**config.mk**
```make
export PLATFORM = sky130hd
export DESIGN_NAME = mux_4x1_rr_flat
export DESIGN_NICKNAME = d
export VERILOG_FILES = /design/src/rtl/mux_pkg.sv /design/src/rtl/mux_4x1_rr_if.sv /design/src/rtl/rr_arbiter_4.sv /design/src/rtl/mux_4x1_rr.sv /design/src/flat_wrapper.sv
export SDC_FILE = /design/constraint.sdc
export NUM_CORES = 1
export LEC_CHECK = 0
export CAP_MARGIN = 20
export CORE_MARGIN = 3
export CORE_UTILIZATION = 32
export DETAILED_ROUTE_END_ITERATION = 16
export PLACE_DENSITY = 0.86
export SETUP_SLACK_MARGIN = 0.05
export SLEW_MARGIN = 10
export SYNTH_ARGS = -nofsm -noshare
export SYNTH_HDL_FRONTEND = slang
export SYNTH_SLANG_ARGS = --single-unit
```
**constraint.sdc**
```tcl
create_clock -name clk -period 2.4 [get_ports clk]
set_input_delay 0.72 -clock clk [delete_from_list [all_inputs] [get_ports clk]]
set_output_delay 0.72 -clock clk [all_outputs]
set_load 0.02 [all_outputs]
```
**src/rtl/mux_pkg.sv**
```systemverilog
// Shared definitions for the 4x1 round-robin channel merger.
//   NUM_CH  : number of input channels
//   SEL_W   : width of a channel index
//   sel_t   : channel index type (also the out_sel tag)
//   state_t : output register occupancy (EMPTY / FULL)
package mux_pkg;
  localparam int NUM_CH = 4;
  localparam int SEL_W  = 2;

  typedef logic [SEL_W-1:0] sel_t;

  typedef enum logic {
    EMPTY = 1'b0,
    FULL  = 1'b1
  } state_t;
endpackage

```
**src/rtl/mux_4x1_rr_if.sv**
```systemverilog
// Handshake bundle for mux_4x1_rr.
//   in_valid/in_data/in_ready : four producer channels, channel i data at [i*WIDTH +: WIDTH]
//   out_valid/out_data/out_sel/out_ready : merged consumer channel, tagged with source index
// Modports: master = producers/consumer side (testbench), slave = the merger.
interface mux_4x1_rr_if import mux_pkg::*; #(
  parameter int WIDTH = 8
) ();
  logic [NUM_CH-1:0]       in_valid;
  logic [NUM_CH*WIDTH-1:0] in_data;
  logic [NUM_CH-1:0]       in_ready;
  logic                    out_valid;
  logic [WIDTH-1:0]        out_data;
  sel_t                    out_sel;
  logic                    out_ready;

  modport master (
    output in_valid, in_data, out_ready,
    input  in_ready, out_valid, out_data, out_sel
  );

  modport slave (
    input  in_valid, in_data, out_ready,
    output in_ready, out_valid, out_data, out_sel
  );
endinterface

```
**src/rtl/rr_arbiter_4.sv**
```systemverilog
// Combinational 4-way arbiter.
//   in_valid  : request vector
//   ptr       : channel with highest priority this cycle
//   grant_vld : some request is set
//   grant_idx : first requesting channel found searching upward from ptr, wrapping 3 -> 0
// Build option FIXED_PRIO_EN: search always starts at channel 0 and ptr is ignored.
module rr_arbiter_4 import mux_pkg::*; (
  input  logic [NUM_CH-1:0] in_valid,
  input  sel_t              ptr,
  output logic              grant_vld,
  output sel_t              grant_idx
);

  sel_t start;

`ifdef FIXED_PRIO_EN
  logic unused_ptr;
  assign unused_ptr = ^ptr;
  assign start      = '0;
`else
  assign start      = ptr;
`endif

  sel_t cand;

  // Walk from the farthest offset down to offset 0 so the nearest requester wins.
  always_comb begin
    grant_vld = 1'b0;
    grant_idx = start;
    cand      = '0;
    for (int k = NUM_CH - 1; k >= 0; k--) begin
      cand = start + sel_t'(k);
      if (in_valid[cand]) begin
        grant_vld = 1'b1;
        grant_idx = cand;
      end
    end
  end

endmodule

```
**src/rtl/mux_4x1_rr.sv**
```systemverilog
// 4-input, 1-output channel merger with a registered output stage.
// Arbitrates round-robin (or fixed priority with FIXED_PRIO_EN defined), forwards
// one beat per cycle and tags each beat with its source channel in out_sel.
//   clk   : rising-edge clock
//   rst_n : asynchronous active-low reset
//   bus   : mux_4x1_rr_if slave modport (per-channel in_*, merged out_*)
//
// state | meaning
// EMPTY | output register holds no beat (out_valid=0)
// FULL  | output register holds a beat  (out_valid=1)
module mux_4x1_rr import mux_pkg::*; #(
  parameter int WIDTH = 8
) (
  input logic          clk,
  input logic          rst_n,
  mux_4x1_rr_if.slave  bus
);

  state_t state, state_nxt;
  logic   load_en;
  logic   xfer_in;
  logic   grant_vld;
  sel_t   grant_idx;
  sel_t   rr_ptr;
  logic [WIDTH-1:0] grant_data;

`ifdef FIXED_PRIO_EN
  assign rr_ptr = '0;
`else
  always_ff @(posedge clk or negedge rst_n) begin
    if (!rst_n)       rr_ptr <= '0;
    else if (xfer_in) rr_ptr <= grant_idx + sel_t'(1);
  end
`endif

  rr_arbiter_4 u_arb (
    .in_valid  (bus.in_valid),
    .ptr       (rr_ptr),
    .grant_vld (grant_vld),
    .grant_idx (grant_idx)
  );

  // rst_n is folded in so in_ready drops the moment reset asserts.
  assign load_en = rst_n && ((state == EMPTY) || bus.out_ready);
  assign xfer_in = load_en && grant_vld;

  always_comb begin
    bus.in_ready            = '0;
    bus.in_ready[grant_idx] = xfer_in;
  end

  always_comb begin
    grant_data = bus.in_data[int'(grant_idx)*WIDTH +: WIDTH];
  end

  always_ff @(posedge clk or negedge rst_n) begin
    if (!rst_n) state <= EMPTY;
    else        state <= state_nxt;
  end

  always_comb begin
    state_nxt = state;
    if (xfer_in)            state_nxt = FULL;
    else if (bus.out_ready) state_nxt = EMPTY;
  end

  always_ff @(posedge clk or negedge rst_n) begin
    if (!rst_n) begin
      bus.out_data <= '0;
      bus.out_sel  <= '0;
    end else if (xfer_in) begin
      bus.out_data <= grant_data;
      bus.out_sel  <= grant_idx;
    end
  end

  assign bus.out_valid = (state == FULL);

endmodule

```
**src/flat_wrapper.sv**
```systemverilog
// flat-port wrapper written by rule: the top's interface ports become plain ports
module mux_4x1_rr_flat import mux_pkg::*;
#(
  parameter int WIDTH = 8
)
  (clk, rst_n, bus_in_valid, bus_in_data, bus_out_ready, bus_in_ready, bus_out_valid, bus_out_data, bus_out_sel);
  mux_4x1_rr_if #(.WIDTH(WIDTH)) bus_i ();
  input logic clk;
  input logic rst_n;
  input wire logic [$bits(bus_i.in_valid)-1:0] bus_in_valid;
  input wire logic [$bits(bus_i.in_data)-1:0] bus_in_data;
  input wire logic [$bits(bus_i.out_ready)-1:0] bus_out_ready;
  output wire logic [$bits(bus_i.in_ready)-1:0] bus_in_ready;
  output wire logic [$bits(bus_i.out_valid)-1:0] bus_out_valid;
  output wire logic [$bits(bus_i.out_data)-1:0] bus_out_data;
  output wire logic [$bits(bus_i.out_sel)-1:0] bus_out_sel;
  assign bus_i.in_valid = bus_in_valid;
  assign bus_i.in_data = bus_in_data;
  assign bus_i.out_ready = bus_out_ready;
  assign bus_in_ready = bus_i.in_ready;
  assign bus_out_valid = bus_i.out_valid;
  assign bus_out_data = bus_i.out_data;
  assign bus_out_sel = bus_i.out_sel;
  mux_4x1_rr #(.WIDTH(WIDTH)) u_core (.clk(clk), .rst_n(rst_n), .bus(bus_i));
endmodule
```
# [After elaboration in Yosys (flattened, before gate mapping)]
# Index checks and enable logic that the tools add are counted.
[totals] ff_bits=13 input_bits=39 out_inout_bits=15 word_cells=42
[classes] n_addsub=4 magnitude_cmp=6 shifts=1 muxes=20 n_bitwise=2 n_reduce_logical=5
[op_table] op="$shiftx A32 B6 Y8" n=1
[op_table] op="$lt A2 B3 Y1 const B" n=5
[op_table] op="$mux W1" n=11
[op_table] op="$bmux W1 S2" n=4
[op_table] op="$mux W2" n=4
[op_table] op="$add A2 B1 Y2 const B" n=2
[op_table] op="$add A2 B2 Y2 const B" n=2
[op_table] op="$and A4 B4 Y4" n=1
[op_table] op="$logic_and A1 B1 Y1" n=3
[op_table] op="$demux W1 S2" n=1
[op_table] op="$ge A2 B1 Y1 const B" n=1
[op_table] op="$reduce_bool A2 Y1" n=1
[op_table] op="$logic_or A1 B1 Y1" n=1
[op_table] op="$not A1 Y1" n=1

# [Depth between registers and ports, before layout]
# Gate-level depths: netlist of the first run.
[depth] word_depth=12 depth_mapped=6 depth_no_buf=5

# [By module]
# Synthesis of the first run repeated with hierarchy kept, for this count alone.
[unflattened] cells_unflattened=67 hier_area_um2=874.6
[by_module_without_submodules] module="mux_4x1_rr" n_inst=1 cells_each=51 area_per_inst_um2=774.5 seq_area_each_um2=325.3
[by_module_without_submodules] module="rr_arbiter_4" n_inst=1 cells_each=16 area_per_inst_um2=100.1 seq_area_each_um2=0.0

# [Worst setup path before layout of the first run]
# No wires, ideal clock.
[synth_timing] path_kind="input to output" start="input bus_in_valid[2]" end="output bus_in_ready[0]" arrival_ns=2.120 required_ns=1.680 path_slack_ns=-0.440 cell_stages=4 path_buffers=1 cell_sequence="o41ai_1 > a21oi_1 > clkbuf_1 > nor3b_1"
[synth_via] elab_chain_cells=11 elab_cells_between_ends=23 cone_classes="2 x order compare; 18 x mux; 1 x bitwise; 2 x reduce/logical"
[synth_rtl] element="start: declaration" line="flat_wrapper.sv:10" rtl="input wire logic [$bits(bus_i.in_valid)-1:0] bus_in_valid;"
[synth_rtl] element="$bmux W1 S2" line="rr_arbiter_4.sv:33" rtl="if (in_valid[cand]) begin"
[synth_rtl] element="$mux W1 (not written as such)" line="rr_arbiter_4.sv:33"
[synth_rtl] element="$mux W2 (4 in series)" line="rr_arbiter_4.sv:33"
[synth_rtl] element="$lt A2 B3 Y1 (not written as such) or $ge A2 B1 Y1 (tied branches)" line="mux_4x1_rr.sv:49" rtl="bus.in_ready[grant_idx] = xfer_in;"
[synth_rtl] element="$logic_and A1 B1 Y1 (not written as such)" line="mux_4x1_rr.sv:49"
[synth_rtl] element="$mux W1 (not written as such)" line="mux_4x1_rr.sv:49"
[synth_rtl] element="$demux W1 S2"
[synth_rtl] element="$and A4 B4 Y4 (no line) (*)"
[synth_rtl] element="end: declaration" line="flat_wrapper.sv:13" rtl="output wire logic [$bits(bus_i.in_ready)-1:0] bus_in_ready;"
# Mark *: on every way between the ends. The rest lies on a longest branch, timed or not. The select of a mux whose other input is x is not followed.

# [Worst setup path after layout of the first run]
[layout_timing] start="input bus_in_valid[0]" end="output bus_in_ready[2]"
# Same word-level chain as after synthesis.

==> flow_summary.yaml, run 1 <==
drt:
  vias: 845
  wl_per_cell_um: 18.8
  wirelength_mm: 3.07
  vias_per_cell: 5.18
  drtAntennaViolNets: 0
  drc: 0
  first_iter_violations: 7
  dr.pass1.iters: 3
finish:
  drive_gt1_share_pct: 45.9
  diodes: 0
  final_common_cell: "clkdlybuf4s50_1"
  fillerInstances: 177
  areaGrowthSynthToFinish_pct: 98.4
  finish.utilization_pct: 71.1
  most-common-layout-cells: "clkdlybuf4s50_1 (43), buf_4 (13), dfrtp_1 (12), mux4_2 (8), buf_6 (6)"
  nets: 175
timing:
  report.final.slew_viol_count: 0
  tightestPinTransition_ns: 0.378
  holdWs_ns: 0.510
  maxSlewHeadroom_pct: 74.7
  fin_ws_ns: -0.180
  setup_viol: 4
  rsz0062_at_grt: "true"
  period_needed_ns: 2.58
  finalHoldViolCount: 0
  fin_skew_ns: 0.00784
  min_period_over_period_pct: 107
  max_freq_ghz: 0.388
pwr:
  leakagePower_nw: 0.694
  power_density_nw_per_um2: 907
  ir_drop_mv: 0.581
floorplan:
  die_y_um: 57.2
  die-area_um2: 3270
  fp.dieW_um: 57.2
  io_pins: 54
  core_area_um2: 2340
  initial_utilization_pct: 35.8
  rows: 17
clock_network:
  cts_root_buf: "clkbuf_4"
  numCtsBuffers: 3
  ctsHoldBuffers: 0
  cts.clk_slew.worst_paths_ns: 0.08
  tritoncts: "done"
  cts_buffer_depth: 2
  cts_sinks: 13
  cts.htree.levels: 1
  clock_latency_ns: 0.29
worst_setup_path:
  crit_chain: "buf_8 > nor2b_4 > o41ai_4 > buf_4 > nand2_2 > nor2_4 > buf_6"
  worst_ep_arrival_time_ns: 1.86
  cp-end-kind: "output pin"
  reg2reg_slack_ns: 0.12
  max_stage_delay_ns: 0.44
  r2r-start: "u_core.rr_ptr[1]"
  cp_slowest_cell: "o41ai_4"
  startpoint: "bus_in_valid[0]"
  critPathKind: "in -> out"
  critPathMaxFanout: 5
  start_kind: "primary input"
  worstPathRequired_ns: 1.68
global_route:
  first_global_vias: 971
  grt_remaining_overflow: 0
  antenna_found_initial: 0
  grt_max_degree: 14
  grt_use_total_pct: 20.4
  grt_first_pass_wirelength_mm: 4.84
placed_design:
  place.gp.congestion: 0.810
  dp_hpwl_mm: 2.22
  port_buffers: 53
synthesis:
  synth_nets: 104
  synth.distinct_cells: 26
  synth-seq-cells: 13
  netlist_area_um2: 838
  yosysSeqAreaShare_pct: 38.8
  ys_warn_count: 0
  avgSynthCellArea_um2: 12.9
  synth_cells: 65
run:
  max-cap-violations: 0
status:
  failed_checks: "negative setup slack"
  status: "finished with violations"
min_path:
  min_from: "u_core.bus.out_data[7]"
  hold_path.class: "reg -> reg"
[cells in the mapped netlist]
library cell	n	share of area, %
dfrtp_1	13	39
mux2_2	7	9.4
mux4_2	5	13
inv_1	4	1.8
nor2_1	4	1.8
o21ai_0	4	2.4
a21oi_1	3	1.8
mux4_1	3	9.4
nand2_1	3	1.3
nor2b_1	3	2.2
and2b_2	1	1.0
and3_2	1	0.90
and3b_1	1	1.0
buf_2	1	0.60
buf_6	1	1.3
clkbuf_1	1	0.45
mux2_4	1	1.8
nor3_1	1	0.60
nor3b_1	1	0.90
o211a_1	1	1.2
o21a_1	1	0.90
o21ai_1	1	0.60
o21bai_1	1	0.90
o41ai_1	1	1.0
o41ai_4	1	3.3
xnor2_1	1	1.0
[repair_timing]
action | CTS | global route
endpoints found under the setup margin | 12 | 10
pin swaps | 5 | 5
resized for setup | 71 | 9
buffers inserted | 4 | 3
[power breakdown]
part           total (mW)  internal (mW)  switching [mW]  leakage, nW
clock network       0.145         0.0647          0.0802       0.0150
registers           0.392          0.316          0.0763        0.150
logic               0.971          0.563           0.408        0.529
[metal layers]
layer	vias to the layer above	part of all wire [%]	global-route usage, %
met5	-	0	0
met4	0	4.5	12.9
met3	10	4.7	4.98
met2	34	55	37.4
met1	414	36	20.3
li1	387	-	-
[path summary, 6_finish.rpt]
path                                          end  cells past startpoint
max                               bus_in_ready[2]                      7
min                        u_core.bus.out_data[7]                      1
max reg2reg                u_core.bus.out_data[3]                      6
min reg2reg                u_core.bus.out_data[7]                      1
max in group asynchronous        u_core.rr_ptr[1]                      2
min in group asynchronous        u_core.rr_ptr[0]                      2
[through the flow]
stage / TNS [ns] / setup slack (ns) / power, mW / area (um^2) / std cells
after floorplan: -0.198 / -0.0902 / 0.849 / 880 / 65
after global placement: -9.21 / -1.05 / 1.18 / 1500 / 154
after detailed placement: -10.07 / -1.11 / 1.22 / 1500 / 154
after CTS: -0.371 / -0.119 / 1.46 / 1620 / 161
after global routing: -0.609 / -0.207 / 1.59 / 1660 / 163
final: -0.486 / -0.180 / 1.51 / 1660 / 163
[final cells by class]
| type | instances | area, um^2 | share of cell area [%] |
|---|---|---|---|
| timing repair buffer | 69 | 678 | 40.8 |
| multi-input combinational | 45 | 582 | 35.0 |
| sequential | 13 | 327 | 19.6 |
| tap | 28 | 35.0 | 2.11 |
| clock buffer | 4 | 26.3 | 1.58 |
| inverter | 4 | 15.0 | 0.903 |
[critical path, delay by kind of cell]
kind	cells	cell delay, ns
AOI/OAI and AO/OA	1	0.44
buffers and inverters	3	0.41
and+or+nand+nor	3	0.29
[flip-flops by register name, indices dropped and copies added, names as in the netlist]
register,cells
u_core.bus.out_data,8
u_core.bus.out_valid,1
u_core.rr_ptr,2
u_core.bus.out_sel,2
[cell families (layout without fill, tap and decap cells)]
| kind of cell | Yosys count | count (layout) | share of synthesized area (%) |
|---|---|---|---|
| multiplexers | 16 | 16 | 34.0 |
| AND/OR/NAND/NOR | 15 | 15 | 9.85 |
| AO/OA/AOI/OAI | 13 | 13 | 12.1 |
| flip-flops | 13 | 13 | 38.8 |
| buffers and inverters | 7 | 77 | 4.18 |
| XOR/XNOR | 1 | 1 | 1.04 |
Power figures use the tool's default switching activity.
==> inputs of run 2 (changes only) <==
--- a/config.mk
+++ b/config.mk
@@ -7,11 +7,12 @@
 export LEC_CHECK = 0
 export CAP_MARGIN = 20
 export CORE_MARGIN = 3
-export CORE_UTILIZATION = 32
+export CORE_UTILIZATION = 33
 export DETAILED_ROUTE_END_ITERATION = 16
-export PLACE_DENSITY = 0.86
+export PLACE_DENSITY = 0.87
 export SETUP_SLACK_MARGIN = 0.05
 export SLEW_MARGIN = 10
 export SYNTH_ARGS = -nofsm -noshare
 export SYNTH_HDL_FRONTEND = slang
+export SYNTH_HIERARCHICAL = 1
 export SYNTH_SLANG_ARGS = --single-unit
==> run 2 against run 1 <==
The run still ends with negative setup slack left. Die area is 1.0% higher. Clock power is 4% lower. Critical endpoint is now bus_in_ready[0]. Hold slack better by 0.0056 ns. Synthesized area is 4.3% higher. Setup slack got worse by 0.23 ns. Largest power group unchanged. Sequential cell count unchanged. Global-route usage fell by 1.8 points.
==> flow_summary.yaml, run 2 <==
pwr:
  ir_drop_mv: 0.625
  p_sw_uw: 600
  power_density_nw_per_um2: 986
  pwr-share-clk_pct: 8.4
  leakagePower_nw: 0.728
  power_frac_comb_pct: 68.5
  p_int_mw: 1.06
  seq_power_share_pct: 23.1
  switching_share_pct: 36.3
timing:
  min_period_over_period_pct: 117
  fin_skew_ns: 0.000760
  fin_ws_ns: -0.406
  maxSlewHeadroom_pct: 79.1
  period_needed_ns: 2.81
  finalHoldViolCount: 0
  max_freq_ghz: 0.356
  rsz0062_at_grt: "true"
  setup_tns_ns: -1.58
  report.final.slew_viol_count: 0
  setup_viol: 9
  tightestPinTransition_ns: 0.310
synthesis:
  ys.flop_type: "dfrtp_1"
  synthTopCellsByCount: "dfrtp_1 (13), mux2_2 (11), mux4_2 (8)"
  synth_cells: 67
  synth-seq-cells: 13
  synth_nets: 110
  synth_top_area_share_pct: 37.2
  async_flop_share_pct: 100
  synth_edf_count: 0
  avgSynthCellArea_um2: 13.1
  synth.area.top_cells: "dfrtp_1 (37%), mux4_2 (21%), mux2_2 (14%)"
  yosys.area.top_type: "dfrtp_1"
  synth.distinct_cells: 22
  ys_warn_count: 6
  yosysSeqAreaShare_pct: 37.2
  netlist_area_um2: 875
  yosysMostFrequentCell: "dfrtp_1"
worst_setup_path:
  cp-end-kind: "output pin"
  critPathKind: "in -> out"
  critPathMaxFanout: 4
  worst_ep_arrival_time_ns: 2.09
  reg2reg_slack_ns: 0.14
  worstPathRequired_ns: 1.68
  start_kind: "primary input"
global_route:
  first_global_vias: 962
  grt_max_degree: 14
  antenna_found_initial: 0
  grt_remaining_overflow: 0
  grt_use_total_pct: 18.6
  grt_first_pass_wirelength_mm: 4.55
clock_network:
  numCtsBuffers: 3
  ctsHoldBuffers: 0
  cts_root_buf: "clkbuf_4"
  tritoncts: "done"
  cts.clk_slew.worst_paths_ns: 0.08
  cts_buffer_depth: 2
  cts.htree.levels: 1
  clock_latency_ns: 0.28
  cts_sinks: 13
finish:
  drive_gt1_share_pct: 44.9
  top_register: "u_core/bus.out_data"
  final_common_cell: "clkdlybuf4s50_1"
  nets: 180
  most-common-layout-cells: "clkdlybuf4s50_1 (45), dfrtp_1 (13), buf_4 (12), mux4_2 (8), mux2_4 (8)"
  reg_top3: "u_core/bus.out_data x8, u_core/bus.out_sel x2, u_core/rr_ptr x2"
  areaGrowthSynthToFinish_pct: 92.1
  fin_cells: 166
  diodes: 0
  largest_reg_flops: 8
floorplan:
  die-area_um2: 3300
  rows: 18
  io_pins: 54
  core_area_um2: 2500
  fp.dieW_um: 57.5
  initial_utilization_pct: 35.0
  die_y_um: 57.5
placed_design:
  dp_hpwl_mm: 2.15
  place.gp.congestion: 0.744
  port_buffers: 53
  pre_cts_slack_ns: -1.26
  dp_cells: 158
drt:
  vias: 840
  first_iter_violations: 44
  wirelength_mm: 2.93
  vias_per_cell: 5.06
  dr.pass1.iters: 4
  drc: 0
  drtAntennaViolNets: 0
  wl_per_cell_um: 17.6
status:
  status: "finished with violations"
  failed_checks: "negative setup slack"
run:
  max-cap-violations: 0
min_path:
  hold_path.class: "reg -> reg"
-- run 2: cell families after synthesis --
logic type	count (synthesis)	synth area share, %
DFF	13	37.2
adders and majority gates	4	5.72
muxes	20	36.5
AOI/OAI and AO/OA	7	5.58
and+or+nand+nor	15	10.3
buffers and inverters	8	4.72
-- run 2: critical path: stages --
cell	delay (ns)
buf_6	0.09
and2b_2	0.18
or4_4	0.54
nand2_4	0.12
inv_6	0.04
ha_4	0.14
and2_4	0.13
buf_6	0.12
-- run 2: cell type report --
| class | instances | area, um^2 |
|---|---|---|
| Timing Repair Buffer | 68 | 674 |
| Inverter | 5 | 26.3 |
| Tap cell | 30 | 37.5 |
| Multi-Input combinational cell | 46 | 591 |
| Sequential cell | 13 | 325 |
| Clock buffer | 4 | 26.3 |
| Fill cell | 184 | 820 |
-- run 2: timing repair --
action / CTS / global route
gates resized for setup: 54 / 5
hold endpoints to repair: 0 / 0
buffers inserted: 2 / 3
endpoints found under the setup margin: 16 / 12
cloned: 1 / 0
pin swaps: 6 / 2
-- run 2: power by group through the flow --
stage / clock (mW) / sequential [mW] / combinational (mW)
after detailed placement: 0 / 0.382 / 0.963
after CTS: 0.140 / 0.382 / 1.13
final: 0.139 / 0.383 / 1.13
after global placement: 0 / 0.375 / 0.939
after floorplan: 0 / 0.494 / 0.480
after global routing: 0.147 / 0.396 / 1.21
-- run 2: final timing paths --
check / start / end / cells past startpoint
setup / recovery: bus_in_valid[0] / bus_in_ready[0] / 8
hold / removal: u_core/bus.out_data[7] / u_core/bus.out_data[7] / 1
setup reg to reg: u_core/rr_ptr[0] / u_core/bus.out_data[5] / 7
hold reg to reg: u_core/bus.out_data[7] / u_core/bus.out_data[7] / 1
max in group asynchronous: rst_n / u_core/rr_ptr[1] / 2
min in group asynchronous: rst_n / u_core/bus.out_valid / 2
-- run 2: metal layers --
layer	GRT usage [%]	wire length [um]	vias to the layer above
met3	4.07	140	6
met1	19.4	1030	419
met5	0	0	-
met2	35.3	1680	30
met4	7.62	74	0
li1	-	-	385
-- run 2: metrics by stage --
stage	hold slack (ns)	utilization, %	instance area [um^2]	power (mW)
3_3_place_gp	0.491	61.8	1550	1.31
2_1_floorplan	0.424	-	931	0.974
4_1_cts	0.513	67.1	1680	1.65
5_1_grt	0.532	67.2	1680	1.75
3_5_place_dp	0.494	61.8	1550	1.35
6_report	0.516	67.2	1680	1.66
